$ cat config.mk
export PLATFORM = sky130hd
export DESIGN_NAME = axi_rd_arbiter
export DESIGN_NICKNAME = d
export VERILOG_FILES = /design/src/rtl/axi_rd_arbiter.sv
export SDC_FILE = /design/constraint.sdc
export NUM_CORES = 1
export LEC_CHECK = 0
export CAP_MARGIN = 20
export CORE_UTILIZATION = 33
export CTS_BUF_LIST = sky130_fd_sc_hd__clkbuf_8
export DETAILED_ROUTE_END_ITERATION = 7
export PLACE_DENSITY = 0.8
export SLEW_MARGIN = 20
export SYNTH_ARGS = -nofsm -noshare
export SYNTH_HDL_FRONTEND = slang
export SYNTH_SLANG_ARGS = --single-unit
$ cat constraint.sdc
create_clock -name clk -period 1.6 [get_ports clk]
set_input_delay 0.32 -clock clk [delete_from_list [all_inputs] [get_ports clk]]
set_output_delay 0.32 -clock clk [all_outputs]
set_load 0.03 [all_outputs]
$ cat src/rtl/axi_rd_arbiter.sv
// ---------------------------------------------------------------------------
// axi_rd_arbiter
//   Shares one AXI-style read channel (AR + R, no rready) between two read
//   masters: port 0 (weight buffer) and port 1 (input feature-map buffer).
//   Round-robin grant per burst; the grant is held from address issue until
//   the final data beat. A watchdog flags a burst that runs MAX_BEATS beats
//   without rlast, aborts it and latches a sticky error.
//
// Ports
//   clk, rst                      clock (rising edge), synchronous active-high reset
//   mX_arvalid/araddr/arburst     per-port read request (X = 0, 1)
//   mX_arready                    per-port address accept (combinational)
//   mX_rvalid/rdata/rlast         per-port read data (combinational pass-through)
//   s_arvalid/araddr/arburst      registered bus address channel
//   s_arready                     bus address accept
//   s_rvalid/rdata/rlast          bus read data
//   grant_id                      port owning the channel (valid while busy)
//   busy                          channel is in ADDR or DATA
//   err                           sticky watchdog error, cleared only by rst
// ---------------------------------------------------------------------------
module axi_rd_arbiter #(
    parameter int DW        = 32,
    parameter int AW        = 32,
    parameter int MAX_BEATS = 256
) (
    input  logic          clk,
    input  logic          rst,
    input  logic          m0_arvalid,
    input  logic [AW-1:0] m0_araddr,
    input  logic [3:0]    m0_arburst,
    output logic          m0_arready,
    output logic          m0_rvalid,
    output logic [DW-1:0] m0_rdata,
    output logic          m0_rlast,
    input  logic          m1_arvalid,
    input  logic [AW-1:0] m1_araddr,
    input  logic [3:0]    m1_arburst,
    output logic          m1_arready,
    output logic          m1_rvalid,
    output logic [DW-1:0] m1_rdata,
    output logic          m1_rlast,
    output logic          s_arvalid,
    output logic [AW-1:0] s_araddr,
    output logic [3:0]    s_arburst,
    input  logic          s_arready,
    input  logic          s_rvalid,
    input  logic [DW-1:0] s_rdata,
    input  logic          s_rlast,
    output logic          grant_id,
    output logic          busy,
    output logic          err
);

    localparam int            CW       = $clog2(MAX_BEATS) + 1;
    localparam logic [CW-1:0] LAST_CNT = CW'(MAX_BEATS - 1);
    localparam logic [CW-1:0] SAT_CNT  = {CW{1'b1}};

    typedef enum logic [1:0] {
        IDLE = 2'd0,
        ADDR = 2'd1,
        DATA = 2'd2
    } state_t;

    state_t        state_r;
    logic [CW-1:0] beat_cnt_r;
    logic          last_grant_r;

    logic          winner_s;
    logic [AW-1:0] win_addr_s;
    logic [3:0]    win_burst_s;
    logic          data_phase_s;

    // Round-robin pick: a lone requester wins; on a tie the port that did not own the last burst wins.
    always_comb begin
        winner_s = 1'b0;
        if (m0_arvalid && m1_arvalid) begin
            winner_s = ~last_grant_r;
        end else if (m1_arvalid) begin
            winner_s = 1'b1;
        end else begin
            winner_s = 1'b0;
        end
        win_addr_s  = winner_s ? m1_araddr  : m0_araddr;
        win_burst_s = winner_s ? m1_arburst : m0_arburst;
    end

    assign busy         = (state_r != IDLE);
    assign data_phase_s = (state_r == DATA);

    // Address accept and read-data routing to the granted port only; the other port sees zeros.
    always_comb begin
        m0_arready = (state_r == ADDR) && (grant_id == 1'b0) && s_arready;
        m1_arready = (state_r == ADDR) && (grant_id == 1'b1) && s_arready;
        m0_rvalid  = 1'b0;
        m0_rdata   = '0;
        m0_rlast   = 1'b0;
        m1_rvalid  = 1'b0;
        m1_rdata   = '0;
        m1_rlast   = 1'b0;
        if (data_phase_s && (grant_id == 1'b0)) begin
            m0_rvalid = s_rvalid;
            m0_rdata  = s_rdata;
            m0_rlast  = s_rlast;
        end else if (data_phase_s && (grant_id == 1'b1)) begin
            m1_rvalid = s_rvalid;
            m1_rdata  = s_rdata;
            m1_rlast  = s_rlast;
        end else begin
            m0_rvalid = 1'b0;
            m1_rvalid = 1'b0;
        end
    end

    // Arbitration FSM with registered bus address channel, beat counter and watchdog.
    always_ff @(posedge clk) begin
        if (rst) begin
            state_r      <= IDLE;
            s_arvalid    <= 1'b0;
            s_araddr     <= '0;
            s_arburst    <= 4'd0;
            grant_id     <= 1'b0;
            err          <= 1'b0;
            beat_cnt_r   <= '0;
            last_grant_r <= 1'b1;   // port 0 wins the first tie
        end else begin
            case (state_r)
                IDLE: begin
                    // Bus beats arriving here are strays or leftovers of an aborted burst: dropped.
                    if (m0_arvalid || m1_arvalid) begin
                        s_araddr  <= win_addr_s;
                        s_arburst <= win_burst_s;
                        s_arvalid <= 1'b1;
                        grant_id  <= winner_s;
                        state_r   <= ADDR;
                    end
                end
                ADDR: begin
                    // s_arvalid is always high here, so s_arready alone completes the handshake.
                    if (s_arready) begin
                        s_arvalid  <= 1'b0;
                        beat_cnt_r <= '0;
                        state_r    <= DATA;
                    end
                end
                DATA: begin
                    if (s_rvalid) begin
                        if (beat_cnt_r != SAT_CNT) begin
                            beat_cnt_r <= beat_cnt_r + CW'(1);
                        end
                        if (s_rlast) begin
                            last_grant_r <= grant_id;
                            state_r      <= IDLE;
                        end else if (beat_cnt_r == LAST_CNT) begin
                            // Burst ran out of beats without rlast: abort and latch the error.
                            err          <= 1'b1;
                            last_grant_r <= grant_id;
                            state_r      <= IDLE;
                        end
                    end
                end
                default: begin
                    s_arvalid <= 1'b0;
                    state_r   <= IDLE;
                end
            endcase
        end
    end

endmodule
# ---- Word-level counts from Yosys, hierarchy flattened
# Cells that the tools add are included.
dict set report totals {
  register_bits 51
  latch_bits 0
  ramBits 0
  mem_bits_ro 0
  in_bits 111
  out_inout_bits 110
  elab_cells 68
  mem_count 0
}
dict set report op_classes {
  n_addsub 1
  multipliers 0
  n_div 0
  magnitude_cmp 0
  eq_ne 9
  shift 0
  muxes 28
  n_bitwise 4
  n_reduce_logical 18
}
# op n
set ops {}
lappend ops {{$mux W32} 4}
lappend ops {{$mux W9} 3}
lappend ops {{$pmux W9 S2} 1}
lappend ops {{$mux W1} 12}
lappend ops {{$reduce_and A4 Y1} 3}
lappend ops {{$mux W2} 5}
lappend ops {{$add A9 B1 Y9 const B} 1}
lappend ops {{$eq A9 B8 Y1 const B} 1}
lappend ops {{$ne A9 B9 Y1 const B} 1}
lappend ops {{$logic_and A1 B1 Y1} 7}
lappend ops {{$ne A2 B2 Y1 const B} 3}
lappend ops {{$pmux W2 S3} 1}
lappend ops {{$reduce_and A3 Y1} 2}
lappend ops {{$reduce_bool A2 Y1} 3}
lappend ops {{$mux W4} 1}
lappend ops {{$not A1 Y1} 4}
lappend ops {{$ne A3 B2 Y1 const B} 1}
lappend ops {{$pmux W1 S3} 1}
lappend ops {{$eq A2 B1 Y1 const B} 1}
lappend ops {{$eq A2 B2 Y1 const B} 1}
lappend ops {{$logic_not A2 Y1} 1}
lappend ops {{$ne A2 B1 Y1 const B} 1}
lappend ops {{$reduce_and A2 Y1} 1}
lappend ops {{$logic_or A1 B1 Y1} 1}

# ---- Longest topological paths before layout
dict set report depth {
  word_depth 5
  depth_mapped 8
}

# ---- Least setup slack after synthesis
# Ideal clock, no wire load.
dict set report synth_path {
  path_type {register to output}
  from {register grant_id}
  to {output m1_rlast}
  arrival_time_ns 1.684
  required_ns 1.280
  setup_slack_ns -0.404
  path_stages_with_launch 4
  n_path_buf 1
  path_cell_list {dfxtp_1 inv_1 clkbuf_1 nor3_1}
}
dict set report synth_between {
  elab_chain_cells 3
  word_cells_on_any_way 5
}
# element line_no
set synth_lines {}
lappend synth_lines {{from (decl)} 49} ;# output logic grant_id,
lappend synth_lines {{from (signal assigned)} 133} ;# grant_id <= winner_s;
lappend synth_lines {{$logic_and A1 B1 Y1 / $not A1 Y1 (equally long branches)} {104, 100}}
lappend synth_lines {{$mux W1 / $logic_and A1 B1 Y1 (equally long branches)} {104, 100}}
lappend synth_lines {{$mux W1 (*)} 100} ;# if (data_phase_s && (grant_id == 1'b0)) begin
lappend synth_lines {{to (decl)} 41} ;# output logic m1_rlast,
# Mark *: on every way between the ends. The rest lies on a longest branch, timed or not.

# ---- Worst setup path after layout
dict set report layout_path {
  from {input s_rvalid}
  to {output m1_rvalid}
}
dict set report layout_between {
  elab_chain_cells 2
}
# element line_no
set layout_lines {}
lappend layout_lines {{from (decl)} 46} ;# input logic s_rvalid,
lappend layout_lines {{$mux W1} 104} ;# end else if (data_phase_s && (grant_id == 1'b1)) begin
lappend layout_lines {{$mux W1} 100}
lappend layout_lines {{to (decl)} 39} ;# output logic m1_rvalid,
# Every way passes these cells.

==> qor.csv <==
stage,metric,value,unit
status,status,finished with violations,
status,violations,setup timing,
setup_path,crit_path_max_fanout,4,
timing,min_period_over_period,111,%
clocking,cts_buffers,5,
clocking,htree_num_levels,2,
logic_synthesis,netlist_instances,382,
clocking,clock_latency,0.30,ns
setup_path,slowest_delay,0.62,ns
layout,seqCellArea,1030,um^2
timing,worstMarginPinSlew,0.421,ns
timing,finClkSkew,0.00798,ns
timing,finalCriticalPeriod,1.77,ns
layout,nets,728,
placed_design,portBuffers,220,
power,power_density,640,nW/um^2
drt,ant_nets,0,
drt,routedWlPerCell,16.6,um
logic_synthesis,synth_cell_types,35,
power,peakVddDrop,0.389,mV
grt,grtUsageTotal,22.3,%
timing,maxSlewViolCount,0,
clocking,cts.path.max_buffers,2,
grt,antenna_found_initial,1,
logic_synthesis,synth_seq_area_share,32.9,%
die,chipWidth,99.0,um
placed_design,dp_cells,707,
die,core_area,9200,um^2
power,power,3880,uW
drt,drc,0,
layout,area_growth,95.0,%
logic_synthesis,synth_common_cells,"nand2_1 (75), and3_1 (66), dfxtp_1 (51)",
setup_path,cp_cell_sequence,clkdlybuf4s50_1 -> buf_4 -> and3_1 -> buf_12,
layout,fin_cells,727,
timing,hold_viol_final,0,
setup_path,slowest_stage,clkdlybuf4s50_1,
drt,via_per_inst,5.32,
layout,multiInputGateArea,2040,um^2
hold_path,holdPathEnd,s_arvalid$_SDFFE_PP0P_,
layout,layout-drive-gt1-share,30.2,%
hold_path,holdCritPathClass,flip-flop to flip-flop,
setup_path,crit_required,1.28,ns
die,row_count,35,
setup_path,start_kind,input pin,
drt,drt_first_pass_iters,5,
drt,first_iter_violations,196,
power,p_leak,0.00273,uW
layout,finish.utilization,65.9,%
logic_synthesis,synth_edf_count,0,
clocking,clock_sinks,51,
clocking,clkTransAtPathRegs,0.09,ns
logic_synthesis,ys_async_sr_fraction,0,%
timing,finalWorstSetupSlack,-0.172,ns
timing,relSlewSlack,71.9,%
setup_path,crit_type,input pin to primary output,
drt,vias,3869,
placed_design,gp_congestion,0.835,
job,cap_violations,0,
die,start_util,33.8,%
logic_synthesis,ys_ff_latch,51,
logic_synthesis,avgSynthCellArea,8.14,um^2
die,dieHeight,99.0,um
grt,grt_start_max_net_pins,69,
logic_synthesis,synth_most_common_cell,nand2_1,
drt,finalWirelength,12.0,mm
die,pin_count,221,
clocking,cts_tree,done,
die,die_area,9810,um^2
setup_path,reg2reg_depth,8,
setup_path,timing.rr.start,beat_cnt_r[0]$_SDFFE_PP0P_,
timing,max_clock_freq,564,MHz
hold_path,min_path_cells,2,
setup_path,worstSetupEndpointType,primary output,
logic_synthesis,yosysTopAreaCell,dfxtp_1,
logic_synthesis,ys_warn_count,0,
grt,grt_pass1_vias,3630,
timing,setup_tns,-8.98,ns
logic_synthesis,syn-cell-area,3110,um^2
timing,setup_viol,70,
logic_synthesis,ys.flop_type,dfxtp_1,
logic_synthesis,syn_nets,496,
logic_synthesis,yosys.area.top_type_share,32.9,%
setup_path,cp.arrival,1.45,ns
layout,fill_cells,696,
grt,overflow,0,
setup_path,r2r_end,beat_cnt_r[0]$_SDFFE_PP0P_,
timing,whs,0.461,ns
timing,rsz0062_at_grt,true,
hold_path,min_from,s_arvalid$_SDFFE_PP0P_,
logic_synthesis,synth.top_cells.by_area,"dfxtp_1 (33%), a311oi_2 (14%), and3_1 (13%)",
placed_design,hpwl,8.28,mm
clocking,cts_root_buf,clkbuf_8,
grt,grt_pass1_wl,17.7,mm
setup_path,r2r_setup_slack,-0.02,ns
==> worst max path at each step <==
| stage | startpoint | end | cells past startpoint |
|---|---|---|---|
| floorplan | state_r[1]$_SDFFE_PP0P_ | m0_arready | 3 |
| detailed placement | m1_arvalid | s_araddr[21]$_SDFFE_PP0P_ | 6 |
| global route | state_r[0]$_SDFFE_PP0P_ | m1_rdata[4] | 4 |
| CTS | state_r[0]$_SDFFE_PP0P_ | m1_rdata[13] | 4 |
| finish | s_rvalid | m1_rvalid | 4 |
| global placement | m1_arvalid | s_araddr[20]$_SDFFE_PP0P_ | 6 |
==> registers in the layout, indices dropped and copies added, names as in the netlist <==
| name | count |
|---|---|
| grant_id | 1 |
| state_r | 2 |
| s_araddr | 32 |
| last_grant_r | 1 |
| beat_cnt_r | 9 |
| s_arvalid | 1 |
| err | 1 |
| s_arburst | 4 |
==> repair_timing <==
item	in CTS	in global routing
buffers inserted	5	5
pin swaps	3	9
setup endpoints to repair	115	81
gates cloned	1	1
gates resized for setup	110	21
hold buffers	0	0
hold endpoints to repair	0	0
==> worst max-delay path, delay by kind of cell <==
family / cells / cell delay (ns)
buffers and inverters: 3 / 0.93
AND/OR/NAND/NOR: 1 / 0.19
==> cells in the final DEF, fill, tap and decap left out, types with 7 or more instances in the layout <==
| cell | instances |
|---|---|
| clkbuf_8 | 7 |
| buf_12 | 12 |
| inv_1 | 8 |
| dfxtp_1 | 46 |
| a21oi_1 | 44 |
| a311oi_2 | 30 |
| and3_1 | 63 |
| buf_6 | 66 |
| nand2_1 | 75 |
| nand3_1 | 13 |
| clkdlybuf4s50_1 | 109 |
| buf_4 | 38 |
| dlygate4sd2_1 | 38 |
==> power by group <==
group	switching (uW)	total, uW	internal [uW]
clock	412	801	389
combinational	865	1610	747
sequential	67.4	1460	1390
==> cell type report <==
type / instances / area share [%]
multi-input cells: 283 / 33.6
inverters: 8 / 0.496
clock buffers: 7 / 1.59
flip-flops and latches: 51 / 17.0
well taps: 111 / 2.29
repair buffers: 265 / 44.9
clock inverters: 1 / 0.0619
diodes: 1 / 0.0413
==> kinds of logic after synthesis <==
kind of cell | count (synthesis) | share of synthesized area, %
AOI/OAI and AO/OA | 95 | 27.0
adders and majority gates | 3 | 1.21
buffers and inverters | 49 | 7.73
DFF | 51 | 32.9
muxes | 6 | 1.93
and+or+nand+nor | 178 | 29.3
==> per-stage QoR <==
stage	setup WS (ns)	instance area (um^2)
6_report	-0.172	6060
5_1_grt	-0.226	6060
4_1_cts	-0.190	5910
3_5_place_dp	-0.233	5530
3_3_place_gp	-0.130	5530
2_1_floorplan	-0.0151	3170
==> routing by layer <==
metal  vias up  share of wire (%)  track usage, %
li1       1854                  -               -
met1      1818                 38            23.3
met2       178                 52            42.7
met3        19                7.2            4.82
met4         0                2.7            9.30
met5         -                  0               0
Power figures use the tool's default switching activity.
